File: config.mk
export PLATFORM = sky130hd
export DESIGN_NAME = br_update_arb_flat
export DESIGN_NICKNAME = d
export VERILOG_FILES = /design/src/rtl/br_update_arb_pkg.sv /design/src/rtl/br_update_arb_if.sv /design/src/rtl/br_upd_fifo.sv /design/src/rtl/br_update_arb.sv /design/src/flat_wrapper.sv
export SDC_FILE = /design/constraint.sdc
export NUM_CORES = 1
export LEC_CHECK = 0
export ABC_AREA = 1
export BUFFER_PORTS_ARGS = -buffer_cell sky130_fd_sc_hd__buf_2
export CAP_MARGIN = 20
export CORE_MARGIN = 2
export CORE_UTILIZATION = 51
export CTS_CLUSTER_DIAMETER = 40
export DETAILED_ROUTE_END_ITERATION = 16
export GPL_TIMING_DRIVEN = 0
export PLACE_DENSITY = 0.78
export SLEW_MARGIN = 10
export SYNTH_ARGS = -nofsm -noshare
export SYNTH_HDL_FRONTEND = slang
export SYNTH_HIERARCHICAL = 1
export SYNTH_SLANG_ARGS = --single-unit
export TNS_END_PERCENT = 50
File: constraint.sdc
create_clock -name clk -period 7.4 [get_ports clk]
set_input_delay 1.48 -clock clk [delete_from_list [all_inputs] [get_ports clk]]
set_output_delay 1.48 -clock clk [all_outputs]
set_load 0.02 [all_outputs]
File: src/rtl/br_update_arb_pkg.sv
// Shared branch-prediction types and default sizes.
//   BrInstType_t : control-flow instruction class
//   BrUpdate_t   : one update record at the default address width
package br_update_arb_pkg;

  typedef enum logic [1:0] {
    BR_BRANCH,
    BR_JUMP,
    BR_CALL,
    BR_RETURN
  } BrInstType_t;

  localparam int unsigned BrAddrW   = 32;
  localparam int unsigned BtbDepth  = 512;
  localparam int unsigned UpdqDepth = 4;
  localparam int unsigned StarveLim = 3;

  typedef struct packed {
    BrInstType_t        btype;
    logic               taken;
    logic               miss;
    logic [BrAddrW-1:0] pc;
    logic [BrAddrW-1:0] tar;
  } BrUpdate_t;

endpackage

File: src/rtl/br_update_arb_if.sv
// Bundle of commit, decode-insert and update-port signals for br_update_arb.
//   slave  : the arbiter (consumes com_*/dec_*/flush, produces upd_*, stalls, acks)
//   master : the surrounding pipeline / predictor side
interface br_update_arb_if import br_update_arb_pkg::*; #(
  parameter int unsigned ADDR  = 32,
  parameter int unsigned IDX_W = 9
) ();

  logic              com_valid;
  BrInstType_t       com_type;
  logic              com_taken;
  logic              com_miss;
  logic [ADDR-1:0]   com_pc;
  logic [ADDR-1:0]   com_tar;
  logic              com_stall;

  logic              dec_ins_req;
  BrInstType_t       dec_ins_type;
  logic [ADDR-1:0]   dec_ins_pc;
  logic [ADDR-1:0]   dec_ins_tar;
  logic              dec_ins_ack;

  logic              flush;

  logic              upd_valid;
  logic              upd_inval;
  logic [IDX_W-1:0]  upd_idx;
  logic [ADDR-1:0]   upd_pc;
  logic [ADDR-1:0]   upd_tar;
  BrInstType_t       upd_type;
  logic              upd_taken;
  logic              upd_miss;
  logic              upd_pred_en;
  logic              init_done;

  modport slave (
    input  com_valid, com_type, com_taken, com_miss, com_pc, com_tar,
    input  dec_ins_req, dec_ins_type, dec_ins_pc, dec_ins_tar, flush,
    output com_stall, dec_ins_ack,
    output upd_valid, upd_inval, upd_idx, upd_pc, upd_tar, upd_type,
    output upd_taken, upd_miss, upd_pred_en, init_done
  );

  modport master (
    output com_valid, com_type, com_taken, com_miss, com_pc, com_tar,
    output dec_ins_req, dec_ins_type, dec_ins_pc, dec_ins_tar, flush,
    input  com_stall, dec_ins_ack,
    input  upd_valid, upd_inval, upd_idx, upd_pc, upd_tar, upd_type,
    input  upd_taken, upd_miss, upd_pred_en, init_done
  );

endinterface

File: src/rtl/br_upd_fifo.sv
// Synchronous FIFO for committed branch updates.
//   clk_i, rst_i      : clock, synchronous active-high reset (empties the FIFO)
//   push_i, wdata_i   : write; ignored when full unless a pop happens the same cycle
//   pop_i, rdata_o    : head entry is shown combinationally, pop advances it
//   full_o, empty_o   : registered occupancy flags
// Depth must be a power of two >= 2; pointers carry one extra MSB for full/empty.
module br_upd_fifo import br_update_arb_pkg::*; #(
  parameter int unsigned Depth = UpdqDepth,
  parameter type         T     = BrUpdate_t
) (
  input  logic clk_i,
  input  logic rst_i,
  input  logic push_i,
  input  T     wdata_i,
  input  logic pop_i,
  output T     rdata_o,
  output logic full_o,
  output logic empty_o
);

  localparam int unsigned Aw = $clog2(Depth);

  T             mem_q [Depth];
  logic [Aw:0]  wptr_q, wptr_d;
  logic [Aw:0]  rptr_q, rptr_d;
  logic         do_push, do_pop;

  assign empty_o = (wptr_q == rptr_q);
  assign full_o  = (wptr_q[Aw] != rptr_q[Aw]) && (wptr_q[Aw-1:0] == rptr_q[Aw-1:0]);
  assign do_pop  = pop_i && !empty_o;
  assign do_push = push_i && (!full_o || do_pop);
  assign rdata_o = mem_q[rptr_q[Aw-1:0]];

  always_comb begin
    wptr_d = wptr_q;
    rptr_d = rptr_q;
    if (do_push) wptr_d = wptr_q + 1'b1;
    if (do_pop)  rptr_d = rptr_q + 1'b1;
  end

  always_ff @(posedge clk_i) begin
    if (rst_i) begin
      wptr_q <= '0;
      rptr_q <= '0;
    end else begin
      wptr_q <= wptr_d;
      rptr_q <= rptr_d;
    end
  end

  // Storage is not reset; only the pointers define validity.
  always_ff @(posedge clk_i) begin
    if (do_push) mem_q[wptr_q[Aw-1:0]] <= wdata_i;
  end

endmodule

File: src/rtl/br_update_arb.sv
// Single write port into the branch-prediction structures.
//   clk, reset : clock, synchronous active-high reset
//   bus        : br_update_arb_if.slave -- commit input (com_*), decode BTB insert
//                (dec_ins_*), flush, and the update port (upd_*, init_done)
// After reset every BTB index is invalidated once; then committed updates (buffered)
// and decode inserts share the port, with a starvation limit protecting decode.
// Optional: define BR_UPD_BYPASS_EN to let a commit hitting an empty FIFO be
// granted in the same cycle instead of being queued.
module br_update_arb import br_update_arb_pkg::*; #(
  parameter int unsigned ADDR       = BrAddrW,
  parameter int unsigned BTB_DEPTH  = BtbDepth,
  parameter int unsigned UPDQ_DEPTH = UpdqDepth,
  parameter int unsigned STARVE_LIM = StarveLim,
  parameter int unsigned BTB_IDX    = $clog2(BTB_DEPTH)
) (
  input  logic           clk,
  input  logic           reset,
  br_update_arb_if.slave bus
);

  typedef struct packed {
    BrInstType_t     btype;
    logic            taken;
    logic            miss;
    logic [ADDR-1:0] pc;
    logic [ADDR-1:0] tar;
  } entry_t;

  typedef enum logic {StInit, StRun} state_e;

  localparam int unsigned        StarveW   = $clog2(STARVE_LIM + 1) > 0 ?
                                             $clog2(STARVE_LIM + 1) : 1;
  localparam logic [BTB_IDX-1:0] SweepLast = BTB_IDX'(BTB_DEPTH - 1);
  localparam logic [StarveW-1:0] StarveMax = StarveW'(STARVE_LIM);

  state_e               state_q, state_d;
  logic [BTB_IDX-1:0]   sweep_q, sweep_d;
  logic [StarveW-1:0]   starve_q, starve_d;

  entry_t com_entry, head, sel;
  logic   fifo_push, fifo_pop, fifo_full, fifo_empty;
  logic   bypass, dec_forced;

  assign com_entry = '{btype: bus.com_type, taken: bus.com_taken, miss: bus.com_miss,
                       pc: bus.com_pc, tar: bus.com_tar};

  br_upd_fifo #(
    .Depth (UPDQ_DEPTH),
    .T     (entry_t)
  ) u_fifo (
    .clk_i   (clk),
    .rst_i   (reset),
    .push_i  (fifo_push),
    .wdata_i (com_entry),
    .pop_i   (fifo_pop),
    .rdata_o (head),
    .full_o  (fifo_full),
    .empty_o (fifo_empty)
  );

  always_comb begin
    state_d         = state_q;
    sweep_d         = sweep_q;
    starve_d        = starve_q;
    fifo_push       = 1'b0;
    fifo_pop        = 1'b0;
    sel             = head;
    bypass          = 1'b0;
    dec_forced      = 1'b0;
    bus.com_stall   = 1'b1;
    bus.dec_ins_ack = 1'b0;
    bus.upd_valid   = 1'b0;
    bus.upd_inval   = 1'b0;
    bus.upd_idx     = '0;
    bus.upd_pc      = '0;
    bus.upd_tar     = '0;
    bus.upd_type    = BR_BRANCH;
    bus.upd_taken   = 1'b0;
    bus.upd_miss    = 1'b0;
    bus.upd_pred_en = 1'b0;
    bus.init_done   = 1'b0;

    // Outputs hold their reset values while reset is asserted.
    if (!reset) begin
      unique case (state_q)
        StInit: begin
          bus.upd_valid = 1'b1;
          bus.upd_inval = 1'b1;
          bus.upd_idx   = sweep_q;
          sweep_d       = sweep_q + 1'b1;
          if (sweep_q == SweepLast) begin
            state_d       = StRun;
            bus.init_done = 1'b1;
          end
        end

        StRun: begin
          bus.init_done = 1'b1;
          bus.com_stall = fifo_full;
          dec_forced    = bus.dec_ins_req && (starve_q == StarveMax);
`ifdef BR_UPD_BYPASS_EN
          bypass        = fifo_empty && bus.com_valid;
`endif
          fifo_push     = bus.com_valid && !fifo_full;

          if ((!fifo_empty || bypass) && !dec_forced) begin
            fifo_pop  = !fifo_empty;
            sel       = fifo_empty ? com_entry : head;
            // A bypassed commit is consumed directly and never queued.
            if (fifo_empty) fifo_push = 1'b0;
            bus.upd_valid   = 1'b1;
            bus.upd_pc      = sel.pc;
            bus.upd_tar     = sel.tar;
            bus.upd_type    = sel.btype;
            bus.upd_taken   = sel.taken;
            bus.upd_miss    = sel.miss;
            bus.upd_pred_en = (sel.btype == BR_BRANCH);
            starve_d        = bus.dec_ins_req ? starve_q + 1'b1 : '0;
          end else if (bus.dec_ins_req && !bus.flush) begin
            bus.dec_ins_ack = 1'b1;
            bus.upd_valid   = 1'b1;
            bus.upd_pc      = bus.dec_ins_pc;
            bus.upd_tar     = bus.dec_ins_tar;
            bus.upd_type    = bus.dec_ins_type;
            bus.upd_taken   = 1'b1;
            starve_d        = '0;
          end

          if (bus.flush) starve_d = '0;
        end
      endcase
    end
  end

  always_ff @(posedge clk) begin
    if (reset) begin
      state_q  <= StInit;
      sweep_q  <= '0;
      starve_q <= '0;
    end else begin
      state_q  <= state_d;
      sweep_q  <= sweep_d;
      starve_q <= starve_d;
    end
  end

endmodule

File: src/flat_wrapper.sv
// flat-port wrapper written by rule: the top's interface ports become plain ports
module br_update_arb_flat import br_update_arb_pkg::*;
#(
  parameter int unsigned ADDR       = BrAddrW,
  parameter int unsigned BTB_DEPTH  = BtbDepth,
  parameter int unsigned UPDQ_DEPTH = UpdqDepth,
  parameter int unsigned STARVE_LIM = StarveLim,
  parameter int unsigned BTB_IDX    = $clog2(BTB_DEPTH)
)
  (clk, reset, bus_com_valid, bus_com_type, bus_com_taken, bus_com_miss, bus_com_pc, bus_com_tar, bus_dec_ins_req, bus_dec_ins_type, bus_dec_ins_pc, bus_dec_ins_tar, bus_flush, bus_com_stall, bus_dec_ins_ack, bus_upd_valid, bus_upd_inval, bus_upd_idx, bus_upd_pc, bus_upd_tar, bus_upd_type, bus_upd_taken, bus_upd_miss, bus_upd_pred_en, bus_init_done);
  br_update_arb_if #(.ADDR(ADDR), .IDX_W(BTB_IDX)) bus_i ();
  input  logic clk;
  input  logic reset;
  input wire logic [$bits(bus_i.com_valid)-1:0] bus_com_valid;
  input wire logic [$bits(bus_i.com_type)-1:0] bus_com_type;
  input wire logic [$bits(bus_i.com_taken)-1:0] bus_com_taken;
  input wire logic [$bits(bus_i.com_miss)-1:0] bus_com_miss;
  input wire logic [$bits(bus_i.com_pc)-1:0] bus_com_pc;
  input wire logic [$bits(bus_i.com_tar)-1:0] bus_com_tar;
  input wire logic [$bits(bus_i.dec_ins_req)-1:0] bus_dec_ins_req;
  input wire logic [$bits(bus_i.dec_ins_type)-1:0] bus_dec_ins_type;
  input wire logic [$bits(bus_i.dec_ins_pc)-1:0] bus_dec_ins_pc;
  input wire logic [$bits(bus_i.dec_ins_tar)-1:0] bus_dec_ins_tar;
  input wire logic [$bits(bus_i.flush)-1:0] bus_flush;
  output wire logic [$bits(bus_i.com_stall)-1:0] bus_com_stall;
  output wire logic [$bits(bus_i.dec_ins_ack)-1:0] bus_dec_ins_ack;
  output wire logic [$bits(bus_i.upd_valid)-1:0] bus_upd_valid;
  output wire logic [$bits(bus_i.upd_inval)-1:0] bus_upd_inval;
  output wire logic [$bits(bus_i.upd_idx)-1:0] bus_upd_idx;
  output wire logic [$bits(bus_i.upd_pc)-1:0] bus_upd_pc;
  output wire logic [$bits(bus_i.upd_tar)-1:0] bus_upd_tar;
  output wire logic [$bits(bus_i.upd_type)-1:0] bus_upd_type;
  output wire logic [$bits(bus_i.upd_taken)-1:0] bus_upd_taken;
  output wire logic [$bits(bus_i.upd_miss)-1:0] bus_upd_miss;
  output wire logic [$bits(bus_i.upd_pred_en)-1:0] bus_upd_pred_en;
  output wire logic [$bits(bus_i.init_done)-1:0] bus_init_done;
  assign bus_i.com_valid = bus_com_valid;
  assign bus_i.com_type = bus_com_type;
  assign bus_i.com_taken = bus_com_taken;
  assign bus_i.com_miss = bus_com_miss;
  assign bus_i.com_pc = bus_com_pc;
  assign bus_i.com_tar = bus_com_tar;
  assign bus_i.dec_ins_req = bus_dec_ins_req;
  assign bus_i.dec_ins_type = bus_dec_ins_type;
  assign bus_i.dec_ins_pc = bus_dec_ins_pc;
  assign bus_i.dec_ins_tar = bus_dec_ins_tar;
  assign bus_i.flush = bus_flush;
  assign bus_com_stall = bus_i.com_stall;
  assign bus_dec_ins_ack = bus_i.dec_ins_ack;
  assign bus_upd_valid = bus_i.upd_valid;
  assign bus_upd_inval = bus_i.upd_inval;
  assign bus_upd_idx = bus_i.upd_idx;
  assign bus_upd_pc = bus_i.upd_pc;
  assign bus_upd_tar = bus_i.upd_tar;
  assign bus_upd_type = bus_i.upd_type;
  assign bus_upd_taken = bus_i.upd_taken;
  assign bus_upd_miss = bus_i.upd_miss;
  assign bus_upd_pred_en = bus_i.upd_pred_en;
  assign bus_init_done = bus_i.init_done;
  br_update_arb #(.ADDR(ADDR), .BTB_DEPTH(BTB_DEPTH), .UPDQ_DEPTH(UPDQ_DEPTH), .STARVE_LIM(STARVE_LIM), .BTB_IDX(BTB_IDX)) u_core (.clk(clk), .reset(reset), .bus(bus_i));
endmodule
# Word-level counts from Yosys, hierarchy flattened
# Memory sizes are Yosys's and may differ from the RTL's. A register that Yosys moved wholly into a read port is not among the register bits.
# Cells that the tools add are included.
[op_classes]
n_reduce_logical = 15
n_eq_ne = 5
mux = 54
n_bitwise = 1
addsub = 4
[op_table]
columns = ["cell", "n"]
rows = [
  ["$mux W32", 8],
  ["$mux W68", 1],
  ["$mux W1", 31],
  ["$mux W2", 10],
  ["$mux W9", 2],
  ["$add A9 B1 Y9 const B", 1],
  ["$eq A9 B9 Y1 const B", 1],
  ["$logic_and A1 B1 Y1", 7],
  ["$add A3 B1 Y3 const B", 2],
  ["$logic_not A1 Y1", 4],
  ["$pmux W1 S2", 2],
  ["$eq A3 B3 Y1", 1],
  ["$reduce_bool A3 Y1", 1],
  ["$add A2 B1 Y2 const B", 1],
  ["$eq A2 B2 Y1", 1],
  ["$eq A2 B2 Y1 const B", 1],
  ["$logic_not A2 Y1", 1],
  ["$reduce_and A2 Y1", 1],
  ["$logic_or A1 B1 Y1", 1],
  ["$ne A1 B1 Y1", 1],
  ["$not A1 Y1", 1],
]
[word_totals]
input_bits = 139
output_inout_bits = 83
wordCells = 85
register_bits = 18
ram_bits = 272
n_memories = 1
[mem_list]
columns = ["memory", "depth", "width", "read_ports", "rd_clocked_by_memory_dff", "write_ports", "line_no", "rtl"]
rows = [
  ["u_core.u_fifo.mem_q", 4, 68, 1, 1, 1, "br_upd_fifo.sv:23", "T mem_q [Depth];"],
]

# Depth between registers and ports, before layout
# Gate-level depths: netlist of run 1.
[logic_depth]
word_depth = 12
mapped_depth = 15
mapped_depth_nobuf = 14

# By module
# The synthesis of run 1 kept the hierarchy.
[by_module_without_submodules]
columns = ["mod", "cells_per_inst", "seq_area_each_um2", "area_each_um2", "instances"]
rows = [
  ["br_upd_fifo", 723, 8328.0, 10475.0, 1],
  ["br_update_arb", 348, 240.2, 1895.6, 1],
]

# Worst setup path before layout of run 1
# OpenSTA, ideal clock, no wires.
[synth_path]
path_type = "input to register"
from = "in reset"
to = "mem u_core/u_fifo/mem_q[0][0] (netlist name) (enable)"
arrival_ns = 5.302
n_path_buf = 1
t_required_ns = 6.906
cell_stages = 7
setup_time_ns = 0.494
path_slack_ns = 1.603
path_cell_list = "buf_6 -> inv_4 -> nand2_4 -> or2_2 -> nor2_1 -> nand2_2 -> nor2_1"
[synth_via]
elab_cells_between_ends = 7
cone_classes = "mux (4); reduce/logical (3)"
[synth_rtl]
columns = ["item", "line_no", "rtl"]
rows = [
  ["start, declared", "flat_wrapper.sv:13", "input logic reset;"],
  ["$mux W1", "br_update_arb.sv:84", "if (!reset) begin"],
  ["named net u_core.fifo_push", "br_update_arb.sv:41", "logic fifo_push, fifo_pop, fifo_full, fifo_empty;"],
  ["$logic_and A1 B1 Y1", "br_upd_fifo.sv:31", "assign do_push = push_i && (!full_o || do_pop);"],
  ["$mux W1", "br_upd_fifo.sv:53", "if (do_push) mem_q[wptr_q[Aw-1:0]] <= wdata_i;"],
  ["$mux W1 (implied by the code)", "br_upd_fifo.sv:53", ""],
  ["end, declared", "br_upd_fifo.sv:23", ""],
]
# The timed path passes the listed nets, and every way through them passes these cells.

# Final worst setup path of run 1
[layout_path]
from = "in reset"
to = "out bus_upd_tar[2]"
[layout_via]
elab_chain_cells = 1
[layout_rtl]
columns = ["item", "line_no", "rtl"]
rows = [
  ["$mux W32", "br_update_arb.sv:84", ""],
  ["end, declared", "flat_wrapper.sv:31", "output wire logic [$bits(bus_i.upd_tar)-1:0] bus_upd_tar;"],
]
# No other way between the ends.

==> qor.yml, run 1 <==
worst_hold_path:
  hold-path-cell-count: 2
  min-delay-path-class: "reg -> reg"
  hold_path_end: "u_core/sweep_q[8]"
  hp-start: "u_core/sweep_q[8]"
sta:
  postLayoutSetupSlackWorst_ps: 2880
  rsz0062_at_grt: "false"
  hold_violations: 0
  final.period_utilization_pct: 61.1
  max-slew-margin-rel_pct: 39.9
  slew_viol_final: 0
  max_freq_mhz: 221
  worst_pin_slew_ps: 899
  setup_total_negative_slack_ps: 0
  final.setup_skew_ps: 26.0
  hold_ws_ps: 502
  final_period_minus_worst_setup_slack_ps: 4520
  setup_violations: 0
route:
  drc: 0
  post_drt_via_cell_ratio: 5.55
  drt_wl_total_um: 32000
  routed_wire_length_per_instance_um: 18.9
  drtAntennaViolNets: 0
  drtPass1Iterations: 5
  drt-initial-drc-count: 773
  dr_vias: 9385
pwr:
  cellPowerDensity_nw_per_um2: 241
  leakagePower_nw: 6.12
  irDropWorstVdd_mv: 0.166
worst_setup_path:
  critical_path_class: "in -> out"
  reg2reg_setup_slack_ps: 3960
  worstReg2RegStart: "u_core/u_fifo/rptr_q[2]"
  timing.critical_path.arrival_ps: 3040
  crit_start_category: "input pin"
  critPathCaptureType: "primary output"
  required_worst_endpoint_ps: 5920
  crit-reg2reg-capture: "u_core/u_fifo/mem_q[1][49]"
  r2r_cells: 14
  critical_path.max_fanout: 10
clock_network:
  cts_setup_buffers: 0
  cts_inserted_buffers: 37
  tritoncts_clock_tree: "built"
  ctsLongestPathBuffers: 3
  htree_levels: 2
  clock_insertion_delay_worst_skew_ps: 520
  post_cts_resize_count: 0
  clkSlewWorstSetupHoldPaths_ps: 50
  clock-sinks: 292
  cts_hold_buffers: 0
  cts_root_buffer: "clkbuf_16"
placed_design:
  post_dp_cell_area_um2: 14100
  dp_hpwl_um: 20900
  dpl_worst_slack_ps: 2910
  gp_congestion: 0.782
  placement.io_buffers: 221
synth:
  synth.top_cell.area_share_pct: 66.0
  synth_nets: 1218
  synth_ff_type: "edfxtp_1"
  post-synth-top-area-cell: "edfxtp_1"
  synth_async_sr_flop_share_pct: 0
  yosys.cell_types.count: 31
  synth_common_cells: "272 x edfxtp_1, 180 x nand2_1, 177 x nor2_1"
  netlist_area_um2: 12400
  synth_area_leaders: "edfxtp_1 66%, nand2_1 5.5%, nor2_1 5.4%"
  synthesis.area_per_instance_um2: 11.6
  ys.warnings.count: 6
  synth_edf_count: 272
  synth-seq-cells: 292
  ys_seq_area_share_pct: 69.3
  post-synth-top-count-cell: "edfxtp_1"
  netlist_instances: 1071
floorplanning:
  placeableCoreArea_um2: 23600
  initial_utilization_pct: 52.4
  design.portCount: 222
  fp.dieW_um: 160
  num_rows: 56
  die_h_um: 160
  dieArea_um2: 25500
layout:
  fill_cells: 1787
  fin_area_um2: 15400
  layout-drive-gt1-share_pct: 25.6
  post_layout_nets: 1488
  syn_to_final_growth_pct: 24.5
global_routing:
  grt_start_max_net_pins: 28
  antenna_found_initial: 4
  overflow: 0
  globalRouteTotalUtil_pct: 24.8
  number_of_global_route_vias_before_repair: 9230
  grt_first_pass_wirelength_um: 49300
run:
  maxCapViolations: 0
run_status:
  outcome: "finished, final reports clean"
-- sequential cells by signal, summed over array words and instances (netlist names), named ones only --
register and cells:
u_core/starve_q 2, u_core/u_fifo/wptr_q 3, u_core/sweep_q 9, u_core/u_fifo/rptr_q 3
u_core/u_fifo/mem_q 272, u_core/state_q 1
-- power breakdown --
| part | switching [W] | internal [W] | leakage (nW) |
|---|---|---|---|
| Clock | 0.000689 | 0.00111 | 0.616 |
| Combinational | 0.0000521 | 0.0000389 | 2.89 |
| Sequential | 0.00000739 | 0.00181 | 2.61 |
-- cells by family after synthesis --
| logic type | Yosys count | share of synthesized area (%) |
|---|---|---|
| buffers and inverters | 104 | 4.10 |
| adders and majority gates | 8 | 0.809 |
| DFF | 292 | 69.3 |
| and+or+nand+nor | 382 | 12.2 |
| xor gates and xnor gates | 3 | 0.273 |
| AOI/OAI and AO/OA | 282 | 13.4 |
-- worst max path at each step --
stage,start,to,slack [ps],depth (start not counted)
floorplan,reset,u_core/u_fifo/mem_q[0][0],1600,7
global placement,reset,u_core/u_fifo/mem_q[3][5],-990,10
detailed placement,reset,bus_upd_tar[2],2910,10
CTS,reset,bus_upd_tar[3],2900,10
global route,reset,bus_upd_tar[2],2830,10
finish,reset,bus_upd_tar[2],2880,10
-- cells in the final DEF, fill, tap and decap left out, drive strengths merged, types with 5 or more instances in the layout --
cell / n
o22ai: 68
o211ai: 64
clkbuf: 74
buf: 270
edfxtp: 272
o21ai: 141
nand2: 184
inv: 42
a21oi: 8
ha: 8
nand3: 10
nor3: 5
nor2: 179
clkinv: 11
dfxtp: 20
-- stage by stage --
stage          std cells  power [W]  util, %
6_report            1692    0.00371     65.2
5_1_grt             1691    0.00381     65.2
4_1_cts             1689    0.00373     65.2
3_5_place_dp        1621    0.00194     59.8
3_3_place_gp        1611    0.00194     58.8
2_1_floorplan       1071    0.00188        -
-- critical path, cell delays in order --
cell,delay [ps]
buf_2,140
buf_6,160
inv_4,100
nand2_4,80
nor2_4,200
buf_6,190
buf_4,210
o211ai_1,190
nand2_1,120
buf_2,160
-- layer usage --
metal | routed length [um] | track usage (%)
met3 | 2730 | 4.68
met5 | 13 | 0
met4 | 762 | 9.21
met1 | 12700 | 33.3
met2 | 15800 | 40.4
-- final cells by class --
class / instances / area, um^2 / area share [%]
sequential: 292 / 8570 / 55.6
multi-input combinational: 675 / 3330 / 21.6
timing repair buffer: 231 / 1330 / 8.63
clock buffer: 47 / 1040 / 6.73
tap: 319 / 399 / 2.59
buffer: 66 / 357 / 2.32
clock inverter: 21 / 230 / 1.49
inverter: 38 / 150 / 0.975
antenna: 3 / 7.51 / 0.0487
Note: power is estimated with default switching activity, not from simulation.
==> run 2: changes to the inputs <==
--- a/config.mk
+++ b/config.mk
@@ -5,7 +5,7 @@
 export SDC_FILE = /design/constraint.sdc
 export NUM_CORES = 1
 export LEC_CHECK = 0
-export ABC_AREA = 1
+export ABC_AREA = 0
 export BUFFER_PORTS_ARGS = -buffer_cell sky130_fd_sc_hd__buf_2
 export CAP_MARGIN = 20
 export CORE_MARGIN = 2
==> constraint.sdc (replaced) <==
create_clock -name clk -period 4.4 [get_ports clk]
set_input_delay 0.88 -clock clk [delete_from_list [all_inputs] [get_ports clk]]
set_output_delay 0.88 -clock clk [all_outputs]
set_load 0.02 [all_outputs]
==> qor.yml, run 2 <==
run_status:
  outcome: "finished, final reports clean"
clock_network:
  clock_insertion_delay_worst_skew_ps: 500  # -20 ps
  tritoncts_clock_tree: "built"
  htree_levels: 2  # unchanged
  post_cts_resize_count: 0  # unchanged
  cts_setup_buffers: 0  # unchanged
  cts_hold_buffers: 0  # unchanged
  clkSlewWorstSetupHoldPaths_ps: 60  # about the same
  clock-sinks: 292  # unchanged
  cts_root_buffer: "clkbuf_16"
  cts_inserted_buffers: 35  # -5.4%
  ctsLongestPathBuffers: 3  # unchanged
sta:
  rsz0062_at_grt: "false"
  final.period_utilization_pct: 91.2
  slew_viol_final: 0  # unchanged
  hold_violations: 0  # unchanged
  max_freq_mhz: 249
  postLayoutSetupSlackWorst_ps: 386  # -2490 ps
  worst_pin_slew_ps: 753  # -146 ps
  max-slew-margin-rel_pct: 49.8  # +9.8 points
  setup_total_negative_slack_ps: 0  # unchanged
  setup_violations: 0  # unchanged
  final.setup_skew_ps: 15.0  # -10.9 ps
  final_period_minus_worst_setup_slack_ps: 4010
worst_setup_path:
  cp_cell_sequence: "xnor2_2 -> nand2_1 -> nor2_1 -> a21oi_2 -> nand2_1 -> buf_2 -> buf_2 -> o2bb2ai_2 -> buf_2"
  crit_family: "buffers and inverters"
  critical_path_class: "reg -> out"
  critPathSlowestCell: "nor2_1"
  critPathBufInv: 3  # -3
  critical_path.max_fanout: 10  # unchanged
  critical-path-max-stage-delay_ps: 440  # +230 ps
  timing.critical_path.arrival_ps: 3130  # +90 ps
  cpMostUsedCell: "buf_2"
  crit_start_category: "register"
  required_worst_endpoint_ps: 3520  # -2400 ps
  critPathCaptureType: "primary output"
layout:
  layout-drive-gt1-share_pct: 46.3  # +21 points
  layoutNonFillerInstCount: 1269  # -25%
  syn_to_final_growth_pct: 23.2
  largest_register_ffs: 272  # unchanged
  final_common_cell: "edfxtp_1"
  fill_cells: 1722  # -3.6%
  leading_cell_types_in_the_layout_fill_and_taps_excluded: "272 x edfxtp_1, 241 x buf_2, 68 x mux4_2, 58 x o21ai_0, 40 x o2bb2ai_2"
  fin_area_um2: 15300  # -0.94%
  post_layout_nets: 1064  # -28%
synth:
  synth_nets: 799  # -34%
  synth_edf_count: 272  # unchanged
  synthesis.area_per_instance_um2: 19.0  # +64%
  synth_ff_type: "edfxtp_1"
  synth_common_cells: "272 x edfxtp_1, 68 x mux4_2, 58 x o21ai_0"
  netlist_instances: 652  # -39%
  synth_async_sr_flop_share_pct: 0  # unchanged
  synth_area_leaders: "edfxtp_1 66%, mux4_2 12%, o2bb2ai_2 4.8%"
  yosys.cell_types.count: 49  # +58%
  post-synth-top-area-cell: "edfxtp_1"
  synth.top_cell.area_share_pct: 65.9  # -0.080 points
  ys_seq_area_share_pct: 69.2  # -0.084 points
  netlist_area_um2: 12400  # +0.12%
  synth-seq-cells: 292  # unchanged
  post-synth-top-count-cell: "edfxtp_1"
  ys.warnings.count: 6  # unchanged
pwr:
  irDropWorstVdd_mv: 0.300  # +80%
  leakagePower_nw: 5.30  # -13%
  cellPowerDensity_nw_per_um2: 395  # +64%
worst_hold_path:
  min-delay-path-class: "reg -> reg"
placed_design:
  dp_hpwl_um: 17400  # -17%
  dpl_worst_slack_ps: 752  # -2160 ps
  place_inst: 1204  # -26%
  placement.io_buffers: 221  # unchanged
  post_dp_cell_area_um2: 14100  # -0.14%
  gp_congestion: 0.816  # +4.4%
floorplanning:
  placeableCoreArea_um2: 24100  # +2.1%
  num_rows: 57  # +1.8%
  design.portCount: 222  # unchanged
  initial_utilization_pct: 51.4  # -1.0 points
  dieArea_um2: 25500  # +0.12%
  fp.dieW_um: 160  # about the same
  die_h_um: 160  # about the same
route:
  routed_wire_length_per_instance_um: 20.7  # +9.1%
  dr_vias: 7133  # -24%
  drt_wl_total_um: 26200  # -18%
  drc: 0  # unchanged
  drtAntennaViolNets: 0  # unchanged
  drtPass1Iterations: 4  # -1
  drt-initial-drc-count: 372  # -52%
  post_drt_via_cell_ratio: 5.62  # +1.3%
global_routing:
  grt_start_max_net_pins: 47  # +68%
  number_of_global_route_vias_before_repair: 7342  # -20%
  overflow: 0  # unchanged
  antenna_found_initial: 3  # -1
  grt_first_pass_wirelength_um: 40700  # -17%
  globalRouteTotalUtil_pct: 20.5  # -4.3 points
run:
  maxCapViolations: 0  # unchanged
-- run 2: cell types whose count changed after synthesis, moves of 24 or more --
cell	delta
nor2_1	-155
o22ai_1	-68
o2bb2ai_2	+40
o2bb2ai_1	+24
nand2_1	-174
mux4_2	+68
o211ai_1	-64
o21ai_0	-70
-- run 2: through the flow --
step / hold slack, ps / power (W) / util [%]
final: 511 / 0.00603 / 63.3
after global routing: 544 / 0.00623 / 63.3
after CTS: 505 / 0.00609 / 63.3
after detailed placement: 487 / 0.00330 / 58.5
after global placement: 467 / 0.00330 / 57.7
after floorplan: 455 / 0.00317 / -
-- run 2: path summary, 6_finish.rpt --
path | start | end | slack (ps) | cells after the start
min reg2reg | u_core/sweep_q[7] | u_core/sweep_q[7] | 510 | 2
max reg2reg | u_core/u_fifo/wptr_q[1] | u_core/u_fifo/mem_q[2][29] | 840 | 11
min | u_core/sweep_q[7] | u_core/sweep_q[7] | 510 | 2
max | u_core/u_fifo/wptr_q[1] | bus_upd_tar[9] | 390 | 9
-- run 2: tightest hold or removal path: cells and delay by family, from the launching register on --
family | cells | cell delay, ps
DFF | 1 | 330
AOI/OAI and AO/OA | 2 | 130
-- run 2: layer usage --
metal	global-route usage, %	routed length (um)	vias to the layer above
li1	-	-	3238
met4	6.59	571	0
met3	3.51	1350	42
met1	28.2	11200	3636
met2	33.8	13100	217
met5	0	0	-
-- run 2: kinds of logic (layout without fill, tap and decap cells) --
family	after synthesis	after routing	synth area share (%)
flops	292	292	69.2
fa+ha+maj	8	8	0.808
other cells	0	3	0
xor+xnor	8	8	0.748
buf+inv	50	340	2.49
simple gates	69	69	3.12
compound gates	145	145	10.2
mux	80	80	13.4
-- run 2: power breakdown --
group	leakage, nW	internal, W	switching, W
sequential	2.61	0.00304	0.00000556
combinational	2.13	0.0000732	0.000130
clock	0.564	0.00172	0.00107
total	5.30	0.00483	0.00120
-- run 2: layout make-up --
type                       instances  area (um^2)  share of cell area [%]
buffer                            41          274                    1.80
tap                              324          405                    2.66
clock buffer                      41          941                    6.17
inverter                           9         33.8                   0.221
sequential                       292         8570                    56.2
antenna                            3         7.51                  0.0492
clock inverter                    21          200                    1.31
timing repair buffer             228         1300                    8.51
multi-input combinational        310         3530                    23.1
==> run 3: changes to the inputs <==
--- a/config.mk
+++ b/config.mk
@@ -13,6 +13,7 @@
 export CTS_CLUSTER_DIAMETER = 40
 export DETAILED_ROUTE_END_ITERATION = 16
 export GPL_TIMING_DRIVEN = 0
+export MAX_ROUTING_LAYER = met4
 export PLACE_DENSITY = 0.78
 export SLEW_MARGIN = 10
 export SYNTH_ARGS = -nofsm -noshare
==> qor.yml, run 3 (synthesis results as in run 2) <==
run_status:
  outcome: "finished, final reports clean"
clock_network:
  tritoncts_clock_tree: "built"
  cts_hold_buffers: 0  # unchanged
  cts_setup_buffers: 0  # unchanged
  cts_inserted_buffers: 35  # unchanged
  htree_levels: 2  # unchanged
  cts_root_buffer: "clkbuf_16"
  clkSlewWorstSetupHoldPaths_ps: 60  # about the same
  post_cts_resize_count: 0  # unchanged
  ctsLongestPathBuffers: 3  # unchanged
  clock_insertion_delay_worst_skew_ps: 500  # about the same
  clock-sinks: 292  # unchanged
worst_setup_path:
  critPathBufInv: 3  # unchanged
  critPathSlowestCell: "nor2_1"
  cpMostUsedCell: "buf_2"
  required_worst_endpoint_ps: 3520  # about the same
  cp_cell_sequence: "xnor2_2 -> nand2_1 -> nor2_1 -> a21oi_2 -> nand2_1 -> buf_2 -> buf_2 -> o2bb2ai_2 -> buf_2"
  timing.critical_path.arrival_ps: 3140  # about the same
  crit_start_category: "register"
  critical_path_class: "reg -> out"
  critical_path.max_fanout: 10  # unchanged
  critPathCaptureType: "primary output"
  crit_family: "buffers and inverters"
  critical-path-max-stage-delay_ps: 450  # about the same
global_routing:
  antenna_found_initial: 3  # unchanged
  overflow: 0  # unchanged
  number_of_global_route_vias_before_repair: 7325  # -0.23%
  globalRouteTotalUtil_pct: 21.2  # +0.68 points
  grt_start_max_net_pins: 47  # unchanged
  grt_first_pass_wirelength_um: 40700  # +0.12%
sta:
  setup_violations: 0  # unchanged
  postLayoutSetupSlackWorst_ps: 379  # -6.70 ps
  max_freq_mhz: 249  # -0.17%
  rsz0062_at_grt: "false"
  max-slew-margin-rel_pct: 49.9  # +0.082 points
  final_period_minus_worst_setup_slack_ps: 4020  # +6.70 ps
  slew_viol_final: 0  # unchanged
  worst_pin_slew_ps: 752  # -1.23 ps
  final.setup_skew_ps: 15.6  # +0.535 ps
  hold_violations: 0  # unchanged
  final.period_utilization_pct: 91.4  # +0.15 points
pwr:
  irDropWorstVdd_mv: 0.297  # -0.83%
  leakagePower_nw: 5.30  # unchanged
  cellPowerDensity_nw_per_um2: 395  # about the same
  report.power.total_w: 0.00603  # about the same
floorplanning:
  fp.dieW_um: 160  # unchanged
  design.portCount: 222  # unchanged
  die_h_um: 160  # unchanged
  placeableCoreArea_um2: 24100  # unchanged
  initial_utilization_pct: 51.4  # unchanged
  num_rows: 57  # unchanged
  dieArea_um2: 25500  # unchanged
placed_design:
  dpl_worst_slack_ps: 752  # unchanged
  dp_hpwl_um: 17400  # unchanged
  post_dp_cell_area_um2: 14100  # unchanged
  gp_congestion: 0.829  # +1.5%
  placement.io_buffers: 221  # unchanged
route:
  drtPass1Iterations: 5  # +1
  dr_vias: 7130  # -0.042%
  drt_wl_total_um: 26100  # -0.40%
  drt-initial-drc-count: 400  # +7.5%
  drtAntennaViolNets: 0  # unchanged
  drc: 0  # unchanged
  routed_wire_length_per_instance_um: 20.6  # -0.40%
  post_drt_via_cell_ratio: 5.62  # about the same
layout:
  fin_area_um2: 15300  # unchanged
  largest_register_ffs: 272  # unchanged
  leading_cell_types_in_the_layout_fill_and_taps_excluded: "272 x edfxtp_1, 241 x buf_2, 68 x mux4_2, 58 x o21ai_0, 40 x o2bb2ai_2"
  post_layout_nets: 1064  # unchanged
  syn_to_final_growth_pct: 23.2  # unchanged
  layout-drive-gt1-share_pct: 46.3  # unchanged
  final_common_cell: "edfxtp_1"
run:
  maxCapViolations: 0  # unchanged
worst_hold_path:
  min-delay-path-class: "reg -> reg"
[run 3: layout make-up]
cell class	instances	area, um^2
fill	1722	8850
buffer	41	274
timing repair buffer	228	1300
tap	324	405
sequential	292	8570
clock buffer	41	941
antenna	3	7.51
inverter	9	33.8
clock inverter	21	200
multi-input combinational	310	3530
[run 3: metrics by stage]
step | hold WS (ps) | utilization [%] | TNS [ps] | std cells
3_5_place_dp | 487 | 58.5 | 0 | 1204
3_3_place_gp | 467 | 57.7 | -377910 | 1197
5_1_grt | 544 | 63.3 | 0 | 1269
2_1_floorplan | 455 | - | 0 | 652
4_1_cts | 505 | 63.3 | 0 | 1266
6_report | 513 | 63.3 | 0 | 1269
[run 3: final timing paths]
kind | endpoint | cells after the start | from | slack [ps]
setup / recovery | bus_upd_pc[22] | 9 | u_core/u_fifo/wptr_q[1] | 380
hold / removal | u_core/sweep_q[7] | 2 | u_core/sweep_q[7] | 510
setup reg to reg | u_core/u_fifo/mem_q[2][29] | 11 | u_core/u_fifo/wptr_q[1] | 820
hold reg to reg | u_core/sweep_q[7] | 2 | u_core/sweep_q[7] | 510
[run 3: metal layers]
metal	up-vias	part of all wire, %	GRT usage [%]
li1	3232	-	-
met2	240	50	33.7
met3	44	5.7	3.38
met4	0	2.2	6.59
met1	3614	42	28.5
met5	-	0	-
[run 3: report_power, final]
group	total [W]	switching, W	internal, W
clock	0.00279	0.00107	0.00172
combinational	0.000204	0.000131	0.0000732
sequential	0.00304	0.00000564	0.00304
[run 3: worst register-to-register path: stages (launching register included)]
cell and delay [ps]:
dfxtp_1 380, xnor2_2 400, nand2_1 130, nor2_1 450
a21oi_2 150, nand2_1 180, buf_2 320, inv_1 170
inv_1 190, a41oi_2 230, and2_4 390, buf_16 270
